$ cat config.mk
export PLATFORM = sky130hd
export DESIGN_NAME = alu_cmd_queue
export DESIGN_NICKNAME = d
export VERILOG_FILES = /design/src/rtl/alu_cmd_queue.sv
export SDC_FILE = /design/constraint.sdc
export NUM_CORES = 1
export LEC_CHECK = 0
export BUFFER_PORTS_ARGS = -buffer_cell sky130_fd_sc_hd__buf_2
export CORE_AREA = 2 2 170 172
export CTS_CLUSTER_DIAMETER = 50
export DETAILED_ROUTE_END_ITERATION = 7
export DIE_AREA = 0 0 172 174
export PLACE_DENSITY = 0.65
export RECOVER_POWER = 50
export SLEW_MARGIN = 20
export SYNTH_ARGS = -nofsm -noshare
export SYNTH_HDL_FRONTEND = slang
export SYNTH_SLANG_ARGS = --single-unit
$ cat constraint.sdc
create_clock -name clk -period 7.8 [get_ports clk]
set_input_delay 1.56 -clock clk [delete_from_list [all_inputs] [get_ports clk]]
set_output_delay 1.56 -clock clk [all_outputs]
set_load 0.05 [all_outputs]
$ cat src/rtl/alu_cmd_queue.sv
// alu_cmd_queue: command FIFO in front of a combinational ALU plus a registered
// result stage with its tag. valid/ready handshakes on both sides.
// Optional build macro ALU_CMD_QUEUE_ILLEGAL_OP_EN adds out_err, which flags
// op encodings >= 10 and zeroes the captured result for them.
module alu_cmd_queue #(
  parameter int unsigned DEPTH     = 4,
  parameter int unsigned WIDTH     = 32,
  parameter int unsigned TAG_WIDTH = 4
) (
  input  logic                 clk,
  input  logic                 rst_n,
  input  logic                 in_valid,
  output logic                 in_ready,
  input  logic [3:0]           in_op,
  input  logic [WIDTH-1:0]     in_a,
  input  logic [WIDTH-1:0]     in_b,
  input  logic [TAG_WIDTH-1:0] in_tag,
  output logic [3:0]           alu_op,
  output logic [WIDTH-1:0]     alu_a,
  output logic [WIDTH-1:0]     alu_b,
  input  logic [WIDTH-1:0]     alu_x,
  output logic                 out_valid,
  input  logic                 out_ready,
  output logic [WIDTH-1:0]     out_x,
`ifdef ALU_CMD_QUEUE_ILLEGAL_OP_EN
  output logic                 out_err,
`endif
  output logic [TAG_WIDTH-1:0] out_tag
);

  localparam int unsigned PTR_W = (DEPTH > 1) ? $clog2(DEPTH) : 1;
  localparam int unsigned CNT_W = $clog2(DEPTH) + 1;
  localparam logic [3:0]  OP_ADD = 4'd0;
  localparam logic [3:0]  OP_FIRST_ILLEGAL = 4'd10;

  typedef struct packed {
    logic [3:0]           op;
    logic [WIDTH-1:0]     a;
    logic [WIDTH-1:0]     b;
    logic [TAG_WIDTH-1:0] tag;
  } cmd_t;

  cmd_t             mem [DEPTH];
  cmd_t             head;
  logic [PTR_W-1:0] wr_ptr;
  logic [PTR_W-1:0] rd_ptr;
  logic [CNT_W-1:0] count;
  logic             empty;
  logic             push;
  logic             advance;

  assign empty    = (count == '0);
  assign in_ready = (count != CNT_W'(DEPTH));
  assign push     = in_valid && in_ready;
  // A freshly pushed entry is only visible once count is updated, so an
  // empty queue never captures in the same cycle it is written.
  assign advance  = !empty && (!out_valid || out_ready);
  assign head     = mem[rd_ptr];

  // Present the head command to the ALU; idle as ADD 0,0 when empty.
  always_comb begin
    alu_op = OP_ADD;
    alu_a  = '0;
    alu_b  = '0;
    if (!empty) begin
      alu_op = head.op;
      alu_a  = head.a;
      alu_b  = head.b;
    end
  end

  // Storage array; contents survive reset but are unreachable afterwards.
  always_ff @(posedge clk) begin
    if (push) begin
      mem[wr_ptr] <= '{op: in_op, a: in_a, b: in_b, tag: in_tag};
    end
  end

  // Pointers and occupancy; DEPTH is a power of two so pointers wrap naturally.
  always_ff @(posedge clk or negedge rst_n) begin
    if (!rst_n) begin
      wr_ptr <= '0;
      rd_ptr <= '0;
      count  <= '0;
    end else begin
      if (push) begin
        wr_ptr <= wr_ptr + PTR_W'(1);
      end
      if (advance) begin
        rd_ptr <= rd_ptr + PTR_W'(1);
      end
      case ({push, advance})
        2'b10:   count <= count + CNT_W'(1);
        2'b01:   count <= count - CNT_W'(1);
        default: count <= count;
      endcase
    end
  end

  // Result register: load on advance, release valid when drained and empty.
  always_ff @(posedge clk or negedge rst_n) begin
    if (!rst_n) begin
      out_valid <= 1'b0;
      out_x     <= '0;
      out_tag   <= '0;
`ifdef ALU_CMD_QUEUE_ILLEGAL_OP_EN
      out_err   <= 1'b0;
`endif
    end else if (advance) begin
      out_valid <= 1'b1;
      out_tag   <= head.tag;
`ifdef ALU_CMD_QUEUE_ILLEGAL_OP_EN
      out_err   <= (head.op >= OP_FIRST_ILLEGAL);
      out_x     <= (head.op >= OP_FIRST_ILLEGAL) ? '0 : alu_x;
`else
      out_x     <= alu_x;
`endif
    end else if (out_valid && out_ready) begin
      out_valid <= 1'b0;
    end
  end

endmodule

==> impl_metrics.ini, run 1 <==
[status]
status = finished, violations left
violations = max-capacitance violations, max-slew violations

[die]
start_util_pct = 45.0
coreArea_sq_um = 28200
pin_count = 214
die-area_sq_um = 29900
die_h_um = 174
die_x_um = 172
num_rows = 62

[setup_path]
worstSetupPathType = flip-flop to output port
critPathArrivalTime_ns = 3.08
r2r_slack_ns = 4.79
critical_path.endpoint_type = output port
cp_max_fo = 27
required_ns = 6.24
startpoint_type = flip-flop

[finish]
n_antenna_cell = 0
final_cells = 1215
nets = 916
utilization_pct = 54.4
final_cell_mix = edfxtp_1, buf_2, clkbuf_1, mux4_2, nor2b_1
syn2layout_area_growth_pct = 21.0
final_common_cell = edfxtp_1
drive_above_1_share_pct = 38.5

[timing]
period_share_pct = 59.5
max_freq_mhz = 215
setup_violations = 0
slew_headroom_pct = -15.6
hold_violations = 0
fin_setup_tns_ns = 0
finClkSkew_ns = 0.0125
rsz0062_at_grt = false
timing.hold.ws_ns = 0.503
slew_viol_final = 35
worstMarginPinSlew_ns = 1.73
period_needed_ns = 4.64

[placement]
portBuffers = 213
place_congestion = 0.735
place.detailed.hpwl_mm = 14.3
dpl.cell_count = 1144

[synthesis]
yosysSeqAreaShare_pct = 76.8
synth_edf_count = 288
ys.flop_type = edfxtp_1
syn_inst = 567
ys_seq_elements = 332
synth_area_sq_um = 12700
ys_types = 25
async_flop_share_pct = 13.3
avgSynthCellArea_sq_um = 22.4
syn-num-nets = 681
ys.warnings.count = 0

[route]
ant_nets = 0
viasPerCell = 5.08
drt-wirelength-per-cell_um = 20.1
vias = 6177
drt_pre_antenna_iters = 4
drt_iter0_markers = 310
drc = 0
drt_wl_total_mm = 24.4

[clock_network]
clk_latency_ns = 0.51
clock-sinks = 332
post_cts_buffers = 0
htree_levels = 2
ctsHoldBuffers = 0
cts_tree = built
root_buffer = clkbuf_16
cts_buffer_depth = 3
numCtsBuffers = 37
path_clk_slew_ns = 0.05
ctsResizeCount = 0

[global_routing]
track_usage_pct = 16.6
antenna_found_initial = 1
grt_max_degree = 74
grt.overflow.total = 0
grt_pass1_vias = 6856
grt_pass1_wl_mm = 37.6

[run]
drv_cap = 1

[worst_hold_path]
hp-class = flip-flop to flip-flop
[per-layer routing]
| metal | routed length (um) | part of all wire [%] | track usage [%] |
|---|---|---|---|
| met1 | 9900 | 41 | 21.2 |
| met5 | 13 | 0.053 | 0 |
| met2 | 12300 | 50 | 28.1 |
| met3 | 1740 | 7.1 | 4.33 |
| met4 | 415 | 1.7 | 4.73 |
[critical path: stages, from the launching register on]
cell,delay (ns)
dfrtp_4,0.79
buf_12,0.31
buf_4,0.44
mux4_2,0.57
nor2b_1,0.15
buf_2,0.25
[metrics by stage]
| stage | setup WS [ns] | cell area (sq um) |
|---|---|---|
| after floorplan | 4.07 | 12700 |
| after global placement | 3.45 | 14200 |
| after detailed placement | 3.42 | 14200 |
| after CTS | 2.86 | 15400 |
| after global routing | 2.89 | 15400 |
| final | 3.16 | 15400 |
[flip-flops by register name (all words and copies together), names as in the netlist]
signal	count
count	3
mem	288
out_tag	4
out_valid	1
out_x	32
rd_ptr	2
wr_ptr	2
[area by class of cell]
cell class                 count  area (sq um)
clock inverter                19           194
fill                        2293         12900
sequential                   332          9760
timing repair buffer         223          1070
inverter                       6          22.5
tap                          384           480
multi-input combinational    202          2770
clock buffer                  49          1070
[cells by family after synthesis]
logic type | after synthesis | synth area share [%]
flops | 332 | 76.8
mux | 110 | 16.7
xor+xnor | 6 | 0.414
fa+ha+maj | 6 | 0.650
simple gates | 80 | 4.05
buf+inv | 33 | 1.42
[synthesized netlist by cell type, types with 3 or more instances]
library cell / instances / area [sq um]
edfxtp_1: 288 / 8650
mux4_2: 72 / 1620
nor2b_1: 68 / 425
dfrtp_1: 44 / 1100
mux2_4: 19 / 285
mux2_2: 18 / 203
clkbuf_1: 11 / 41.3
buf_4: 7 / 52.6
buf_2: 6 / 30.0
inv_1: 6 / 22.5
ha_1: 5 / 62.6
and3_1: 4 / 25.0
buf_6: 3 / 33.8
xnor2_1: 3 / 26.3
xor2_1: 3 / 26.3
[worst paths after layout]
kind                            from          to  cells past startpoint
setup reg to reg            count[2]  mem[2][71]                      3
setup / recovery           rd_ptr[0]   alu_a[17]                      5
hold / removal             out_x[17]   out_x[17]                      1
hold reg to reg            out_x[17]   out_x[17]                      1
min in group asynchronous      rst_n   out_x[19]                      1
max in group asynchronous      rst_n   rd_ptr[1]                      2
Power of run 1 is not shown: default switching activity piles up to over one toggle a cycle in this logic, so the estimate is an artifact.
==> run 2, diff against run 1 <==
- ABC_AREA: unset -> 1
- CORE_AREA: 2 2 170 172 -> 2 2 176 178
- DIE_AREA: 0 0 172 174 -> 0 0 178 180
- clock period: 7.8 -> 4.8 ns (I/O delays scaled with it)
==> run 2 against run 1 <==
Compared with the run above: the run still ends with max-capacitance violations, max-slew violations left; worst hold slack worse by 0.081 ns; via count grew 48%; sequential share of layout area decreased by 3.6 points; critical path depth up 1; worst setup slack lost 2.1 ns; clock-buffer cell count rose by 1; largest cell class unchanged; highest routed layer unchanged.
==> impl_metrics.ini, run 2 <==
[global_routing]
grt_max_degree = 146
grt_pass1_wl_mm = 45.8
track_usage_pct = 18.2
grt.overflow.total = 0
grt_pass1_vias = 8772
antenna_found_initial = 3

[timing]
slew_viol_final = 95
worstMarginPinSlew_ns = 1.92
finClkSkew_ns = 0.0104
fin_setup_tns_ns = 0
max_freq_mhz = 266
setup_violations = 0
period_share_pct = 78.4
rsz0062_at_grt = false
slew_headroom_pct = -28.6
period_needed_ns = 3.76
hold_violations = 0

[route]
drt_wl_total_mm = 29.3
drt_pre_antenna_iters = 5
drt_iter0_markers = 627
drt-wirelength-per-cell_um = 15.3
viasPerCell = 4.78
vias = 9116
drc = 0
ant_nets = 0

[clock_network]
path_clk_slew_ns = 0.06
ctsResizeCount = 0
cts_buffer_depth = 3
numCtsBuffers = 38
clk_latency_ns = 0.51
ctsHoldBuffers = 0
cts_tree = built
post_cts_buffers = 0
root_buffer = clkbuf_16
htree_levels = 2
clock-sinks = 332

[setup_path]
cp_slowest_cell = inv_1
critPathArrivalTime_ns = 2.80
crit_cells = 6
crit_buf_inv = 4
required_ns = 3.84
worstSetupPathType = flip-flop to output port
path_delay_family = buffers and inverters
critical_path.endpoint_type = output port
rr_worst_depth = 5
cp_max_fo = 37
path_cells = inv_1 -> nand3_1 -> inv_1 -> buf_12 -> a21oi_1 -> buf_2
critPathMostFrequentCell = inv_1
startpoint_type = flip-flop
max_stage_delay_ns = 1.00

[die]
die_x_um = 178
die_h_um = 180
num_rows = 64
pin_count = 214
coreArea_sq_um = 30200
start_util_pct = 45.2
die-area_sq_um = 32000

[synthesis]
ys_seq_elements = 332
synth_area_leader_cell = edfxtp_1
synth_top_area_share_pct = 63.4
async_flop_share_pct = 13.3
ys_types = 20
ys_top_cells_by_area = edfxtp_1, nand2_1, dfrtp_1
synth_area_sq_um = 13700
avgSynthCellArea_sq_um = 10.7
syn-num-nets = 1386
yosysSeqAreaShare_pct = 71.4
yosys.cell_count.top_type = nand2_1
syn_inst = 1272
synth_common_cells = nand2_1, edfxtp_1, inv_1
synth_edf_count = 288
ys.warnings.count = 0
ys.flop_type = edfxtp_1

[finish]
nets = 1596
reg_top3 = mem (288), out_x (32), out_tag (4)
syn2layout_area_growth_pct = 19.3
final_cells = 1909
final_common_cell = nand2_1
fillers = 2607
top_register = mem
final_cell_mix = nand2_1, edfxtp_1, inv_1, buf_2, clkbuf_1
largest_reg_flops = 288
drive_above_1_share_pct = 14.4

[placement]
place_congestion = 0.746
portBuffers = 213
place.detailed.hpwl_mm = 17.1
dpl.cell_count = 1837

[status]
status = finished, violations left
violations = max-capacitance violations, max-slew violations

[run]
drv_cap = 3

[worst_hold_path]
hp-class = input pin to asynchronous set/reset pin
-- run 2: cell types whose count changed after synthesis, moves of 4 or more --
cell | before | now
nand3_1 | 0 | 79
clkbuf_1 | 11 | 25
buf_2 | 6 | 19
inv_2 | 0 | 4
mux2_2 | 18 | 0
mux4_2 | 72 | 0
mux2_4 | 19 | 0
inv_1 | 6 | 165
nor2b_1 | 68 | 0
and3_1 | 4 | 0
nand2_1 | 1 | 546
a21oi_1 | 0 | 68
-- run 2: cell families (layout without fill, tap and decap cells) --
kind of cell | Yosys count | count (layout) | share of synthesized area (%)
AO/OA/AOI/OAI | 70 | 70 | 2.57
XOR/XNOR | 5 | 5 | 0.321
adder cells (fa/ha/maj) | 6 | 6 | 0.605
buffers and inverters | 229 | 468 | 6.99
flip-flops | 332 | 332 | 71.4
other | 0 | 2 | 0
AND/OR/NAND/NOR | 630 | 630 | 18.1
-- run 2: final timing paths --
path | end | slack [ns] | startpoint
max | alu_a[2] | 1.04 | count[0]
max in group asynchronous | rd_ptr[1] | 2.15 | rst_n
max reg2reg | mem[0][53] | 1.44 | count[0]
min in group clk | count[0] | 0.47 | count[0]
min reg2reg | count[0] | 0.47 | count[0]
min | out_x[8] | 0.42 | rst_n
-- run 2: area by class of cell --
| cell class | count | area, sq um | share of cell area (%) |
|---|---|---|---|
| Inverter | 169 | 637 | 3.91 |
| Clock buffer | 50 | 1070 | 6.57 |
| Antenna cell | 2 | 5.00 | 0.0307 |
| Multi-Input combinational cell | 711 | 2960 | 18.2 |
| Sequential cell | 332 | 9760 | 59.9 |
| Timing Repair Buffer | 230 | 1140 | 7.03 |
| Clock inverter | 19 | 215 | 1.32 |
| Tap cell | 396 | 495 | 3.04 |
-- run 2: per-stage QoR --
step	setup WS (ns)	hold slack [ns]	instance area, sq um	utilization, %
finish	1.04	0.422	16300	53.9
global route	0.851	0.457	16300	53.9
CTS	1.33	0.475	16400	54.3
detailed placement	1.81	0.464	15100	50.0
global placement	1.87	0.457	15100	50.0
floorplan	0.0737	0.446	13700	-
-- run 2: metal layers --
layer | GRT usage [%] | vias up | wire length (um)
li1 | - | 4507 | -
met1 | 23.9 | 4284 | 12700
met2 | 30.7 | 270 | 14100
met3 | 3.09 | 53 | 1800
met4 | 6.39 | 2 | 678
met5 | 0 | - | 13
Power of run 2 is left out for the same reason.
